### src/rtl/lcd_bus_responder.sv
// Display-side model of an HD44780-style 8-bit parallel LCD bus.
// Holds a 2x16 DDRAM, answers busy/address and data reads, and exposes the buffer on a side port.
module lcd_bus_responder #(
  parameter int unsigned BUSY_CYCLES  = 4,
  parameter int unsigned CLEAR_CYCLES = 40
) (
  input  logic       clk,
  input  logic       reset,
  input  logic       rs,
  input  logic       rw,
  input  logic       en,
  input  logic [7:0] data_in,
  output logic [7:0] data_out,
  output logic       data_oe,
  output logic       busy,
  output logic [6:0] ac,
  output logic       display_on,
  output logic       entry_inc,
  input  logic [4:0] view_addr,
  output logic [7:0] view_char,
  output logic       overrun
);

  localparam int unsigned DEPTH   = 32;
  localparam int unsigned CNT_MAX = (BUSY_CYCLES > CLEAR_CYCLES) ? BUSY_CYCLES : CLEAR_CYCLES;
  localparam int unsigned CNT_W   = $clog2(CNT_MAX + 1);

  typedef enum logic [1:0] {IDLE, EXEC, CLEAR} state_t;

  state_t           state;
  logic             en_q;
  logic             rs_l;
  logic             rw_l;
  logic [7:0]       data_l;
  logic [CNT_W-1:0] cnt;
  logic [4:0]       idx;
  logic [4:0]       clr_idx;
  logic             fill;
  logic [7:0]       ddram [DEPTH];

  logic       fall_c;
  logic       instr_rd_c;
  logic       start_c;
  logic       drop_c;
  logic       is_clr_c;
  logic       is_home_c;
  logic [4:0] idx_step_c;

  // Transaction qualification on the latched bus values at the enable fall.
  always_comb begin
    fall_c     = en_q & ~en;
    instr_rd_c = ~rs_l & rw_l;
    start_c    = fall_c & ~busy & ~instr_rd_c;
    drop_c     = fall_c & busy & ~instr_rd_c;
    is_clr_c   = ~rs_l & ~rw_l & (data_l == 8'h01);
    is_home_c  = ~rs_l & ~rw_l & (data_l[7:1] == 7'h01);
    idx_step_c = entry_inc ? (idx + 5'd1) : (idx - 5'd1);
  end

  assign ac        = {idx[4], 2'b00, idx[3:0]};
  assign view_char = ddram[view_addr];

  always_ff @(posedge clk or negedge reset) begin
    if (!reset) begin
      state      <= IDLE;
      en_q       <= 1'b0;
      rs_l       <= 1'b0;
      rw_l       <= 1'b0;
      data_l     <= 8'h00;
      cnt        <= '0;
      idx        <= '0;
      clr_idx    <= '0;
      fill       <= 1'b0;
      data_out   <= 8'h00;
      data_oe    <= 1'b0;
      busy       <= 1'b0;
      display_on <= 1'b0;
      entry_inc  <= 1'b1;
      overrun    <= 1'b0;
      for (int i = 0; i < DEPTH; i++) ddram[i] <= 8'h20;
    end else begin
      en_q    <= en;
      overrun <= drop_c;
      if (en) begin
        rs_l   <= rs;
        rw_l   <= rw;
        data_l <= data_in;
      end

      // Read data is driven from live pins; data_out holds between reads.
      if (en && rw) begin
        data_oe  <= 1'b1;
        data_out <= rs ? ddram[idx] : {busy, ac};
      end else begin
        data_oe <= 1'b0;
      end

      case (state)
        IDLE: begin
          if (start_c) begin
            busy <= 1'b1;
            if (is_clr_c || is_home_c) begin
              state   <= CLEAR;
              cnt     <= CNT_W'(CLEAR_CYCLES);
              fill    <= is_clr_c;
              clr_idx <= '0;
            end else begin
              state <= EXEC;
              cnt   <= CNT_W'(BUSY_CYCLES);
            end
            if (rs_l) begin
              if (!rw_l) ddram[idx] <= data_l;
              idx <= idx_step_c;
            end else begin
              casez (data_l)
                8'b1???????: idx <= {data_l[6], data_l[3:0]};
                8'b01??????: ;
                8'b001?????: ;
                8'b0001????: if (!data_l[3]) idx <= data_l[2] ? (idx + 5'd1) : (idx - 5'd1);
                8'b00001???: display_on <= data_l[2];
                8'b000001??: entry_inc <= data_l[1];
                8'b0000001?: idx <= '0;
                8'b00000001: begin
                  idx       <= '0;
                  entry_inc <= 1'b1;
                end
                default: ;
              endcase
            end
          end
        end
        EXEC, CLEAR: begin
          cnt <= cnt - CNT_W'(1);
          if (cnt == CNT_W'(1)) begin
            busy  <= 1'b0;
            state <= IDLE;
          end
          // Clear fills one entry per cycle while the busy window runs.
          if (state == CLEAR && fill) begin
            ddram[clr_idx] <= 8'h20;
            clr_idx        <= clr_idx + 5'd1;
            if (clr_idx == 5'd31) fill <= 1'b0;
          end
        end
        default: state <= IDLE;
      endcase
    end
  end

endmodule

### config.mk
export PLATFORM = sky130hd
export DESIGN_NAME = lcd_bus_responder
export DESIGN_NICKNAME = d
export VERILOG_FILES = /design/src/rtl/lcd_bus_responder.sv
export SDC_FILE = /design/constraint.sdc
export NUM_CORES = 1
export LEC_CHECK = 0
export CORE_ASPECT_RATIO = 0.75
export CORE_UTILIZATION = 55
export DETAILED_ROUTE_END_ITERATION = 12
export GPL_TIMING_DRIVEN = 1
export HOLD_SLACK_MARGIN = 0.05
export PLACE_DENSITY = 0.75
export SLEW_MARGIN = 20
export SYNTH_ARGS = -nofsm -noshare
export SYNTH_HDL_FRONTEND = slang
export SYNTH_SLANG_ARGS = --single-unit
### constraint.sdc
create_clock -name clk -period 4 [get_ports clk]
set_clock_uncertainty 0.1 [all_clocks]
set_input_delay 1.2 -clock clk [delete_from_list [all_inputs] [get_ports clk]]
set_output_delay 1.2 -clock clk [all_outputs]
set_load 0.1 [all_outputs]
==> flow_summary.toml <==
[timing]
relSlewSlack_pct = 34.3
final_max_slew_viol_count = 0
final-hold-violation-count = 0
rsz0062_at_grt = "yes"
finalCritPeriodShare_pct = 109
period_minus_slack_ns = 4.36
max_freq_mhz = 230
setup_ws_ns = -0.356
tightestPinTransition_ns = 0.985
setup_tns_ns = -2.44
setup_viol = 8

[pwr]
ir_worst_vdd_mv = 0.402
power.net_switching_mw = 4.51
power.leakage_nw = 8.08
intPower_mw = 6.72
p_comb_share_pct = 35.9
seqPwrFrac_pct = 39.6
p_total_mw = 11.2
p_per_area_mw_per_mm2 = 593
netSwitchingFraction_pct = 40.2
p_clk_share_pct = 24.5

[synth]
synth_most_common_cell = "dfrtp_1"
synth.ff_latch_count = 299
ys_warn_count = 0
synthCells = 1277
yosys.area.top_type_share_pct = 39.9
syn_area_per_cell_um2 = 13.1
yosysTopAreaCell = "dfrtp_1"
syn-cell-area_mm2 = 0.0167
synthTopCellsByCount = "266 x dfrtp_1, 228 x a22o_1, 143 x mux4_2, 85 x a21oi_1, 69 x nand2_1"
synth_ff_type = "dfrtp_1"
synth_edf_count = 0
ys_types = 69
ys_seq_area_share_pct = 45.1
synthTopCellsByArea = "dfrtp_1 40%, mux4_2 19%, a22o_1 12%, dfstp_2 5.2%, nor3_4 2.9%"
async_reset_ff_share_pct = 100

[placement]
dpl.hpwl_um = 38500
routabilityCongestion = 1.05
dpl_cell_area_mm2 = 0.0176
placement.io_buffers = 43
dp_cells = 1652

[route]
route.met2.wl_um = 22100
drt.antenna.violating_nets = 0
drtIter0Drc = 1999
vias = 13200
dr.pass1.iters = 7
avgViaCountPerCell = 7.71
wl_met1_um = 21600
wl_per_cell_um = 32.5
topRoutingLayerUsed = "met5"
wirelength_um = 55800
wl_met3_um = 9860
drc_errors = 0

[flow_run]
drv_cap = 0

[floorplan]
start_util_pct = 56.6
die-area_mm2 = 0.0310
num_rows = 54
dieHeight_um = 153
pin_count = 46
die_w_um = 203
core_area_mm2 = 0.0295

[worst_setup_path]
worst_setup_path_start_kind = "input pin"
endpoint_kind = "output port"
cp.required_ns = 2.70
cp_max_fo = 7
cp.arrival_ns = 3.06
crit_type = "in2out"

[global_route]
grt_overflow = 0
antenna_found_initial = 2
grt.total_usage_pct = 36.9
grt_pass1_wl_um = 84600
grt_max_degree = 84
first_global_vias = 12700

[cts]
cts.clk_slew.worst_paths_ns = 0.06
cts_tree = "yes"
clk_latency_ns = 0.59
numCtsBuffers = 30
cts_buffer_depth = 3
cts_sinks = 299
cts-root-buf = "clkbuf_16"
htree_levels = 1
holdBufCountCts = 0

[cells_and_area]
synthToLayoutAreaGrowth_pct = 13.5
fin_area_mm2 = 0.0189
layout.nets = 1335
post-route-util_pct = 64.3
fill_cells = 2191
fin_cells = 1716
antenna_cells = 0
drive_gt1_share_pct = 30.4

[worst_hold_path]
holdCritPathClass = "reg2reg"

[run_status]
status = "finished, violations left"
violations = "setup timing"
kinds of logic after synthesis:
group / after synthesis / share of synthesized area (%)
AOI/OAI and AO/OA: 415 / 18.8
xor gates and xnor gates: 4 / 0.210
adders and majority gates: 16 / 1.20
buffers and inverters: 131 / 3.84
DFF: 299 / 45.1
muxes: 176 / 21.4
other: 1 / 0.0225
and+or+nand+nor: 235 / 9.41
power by group through the flow:
stage                     Clock [mW]  Combinational [mW]  Sequential (mW)
after global placement             0                3.79             4.42
after CTS                       2.77                3.93             4.36
after floorplan                    0                2.74             4.29
final                           2.76                4.02             4.44
after global routing            2.90                4.21             4.46
after detailed placement           0                3.87             4.40
registers in the layout (all words and copies together), names as in the netlist:
name and count:
ddram 256, data_l 8, data_out 8, cnt 6
clr_idx 5, idx 5, state 2, busy 1
data_oe 1, display_on 1, en_q 1, entry_inc 1
fill 1, overrun 1, rs_l 1, rw_l 1
through the flow:
| stage | hold slack (ns) | worst slack [ns] |
|---|---|---|
| 3_5_place_dp | 0.404 | -0.480 |
| 3_3_place_gp | 0.393 | -0.442 |
| 6_report | 0.414 | -0.356 |
| 2_1_floorplan | 0.372 | -0.135 |
| 4_1_cts | 0.418 | -0.314 |
| 5_1_grt | 0.435 | -0.340 |
worst paths after layout:
kind,from,end,slack [ns],cells past startpoint
worst max-delay path,view_addr[0],view_char[0],-0.36,6
max in group asynchronous,reset,ddram[117]$_DFFE_PN1P_,2.37,2
worst max register to register,idx[1]$_DFFE_PN0P_,data_out[3]$_DFFE_PN0P_,0.83,6
worst min-delay path,display_on$_DFFE_PN0P_,display_on$_DFFE_PN0P_,0.41,1
worst min register to register,display_on$_DFFE_PN0P_,display_on$_DFFE_PN0P_,0.41,1
min in group asynchronous,reset,cnt[2]$_DFFE_PN0P_,0.54,1
final cells by class:
type | instances | area [um^2] | area share, %
flip-flops and latches | 299 | 7530 | 39.8
inverters | 20 | 75.1 | 0.397
multi-input cells | 848 | 8550 | 45.2
well taps | 392 | 490 | 2.59
repair buffers | 102 | 1330 | 7.00
clock buffers | 46 | 902 | 4.77
clock inverters | 9 | 51.3 | 0.271
routing by layer:
layer | vias to the layer above | GRT usage (%)
met5 | - | 1.55
met4 | 2 | 11.2
met3 | 191 | 17.1
met2 | 1198 | 48.2
met1 | 6653 | 54.2
li1 | 5178 | -
what timing repair did:
item	in CTS	in global routing
gates cloned	7	1
setup buffers	0	1
pin swaps	0	0
setup endpoints to repair	8	8
gates resized for setup	26	1
cell usage in the layout (no fill, tap or decap), types with 4 or more instances in the layout:
master / n
a21oi_1: 85
nand3b_1: 4
clkbuf_16: 32
nor3_1: 8
mux2i_1: 13
and3_1: 7
xor2_1: 4
mux2_2: 12
buf_4: 49
o211ai_1: 5
clkdlybuf4s50_1: 15
nand4_1: 4
ha_1: 16
dfrtp_1: 263
nand2b_1: 5
nor3_4: 30
mux4_2: 143
or3_1: 5
nor3b_1: 5
a22o_1: 228
nand2_1: 69
nand2_2: 24
inv_1: 20
clkbuf_1: 8
clkinv_2: 7
o22ai_1: 34
nand3_1: 17
a31oi_1: 5
o21ai_0: 22
dfstp_2: 33
buf_16: 9
nor2_1: 27
clkbuf_8: 7
mux2_4: 8
a22oi_1: 6
buf_12: 22
nor2b_1: 8
worst max-delay path: stages:
cell    delay [ns]
buf_16        0.12
buf_12        0.13
mux4_2        0.54
mux4_2        0.56
mux2_4        0.32
buf_12        0.17
(Power assumes the default switching activity.)
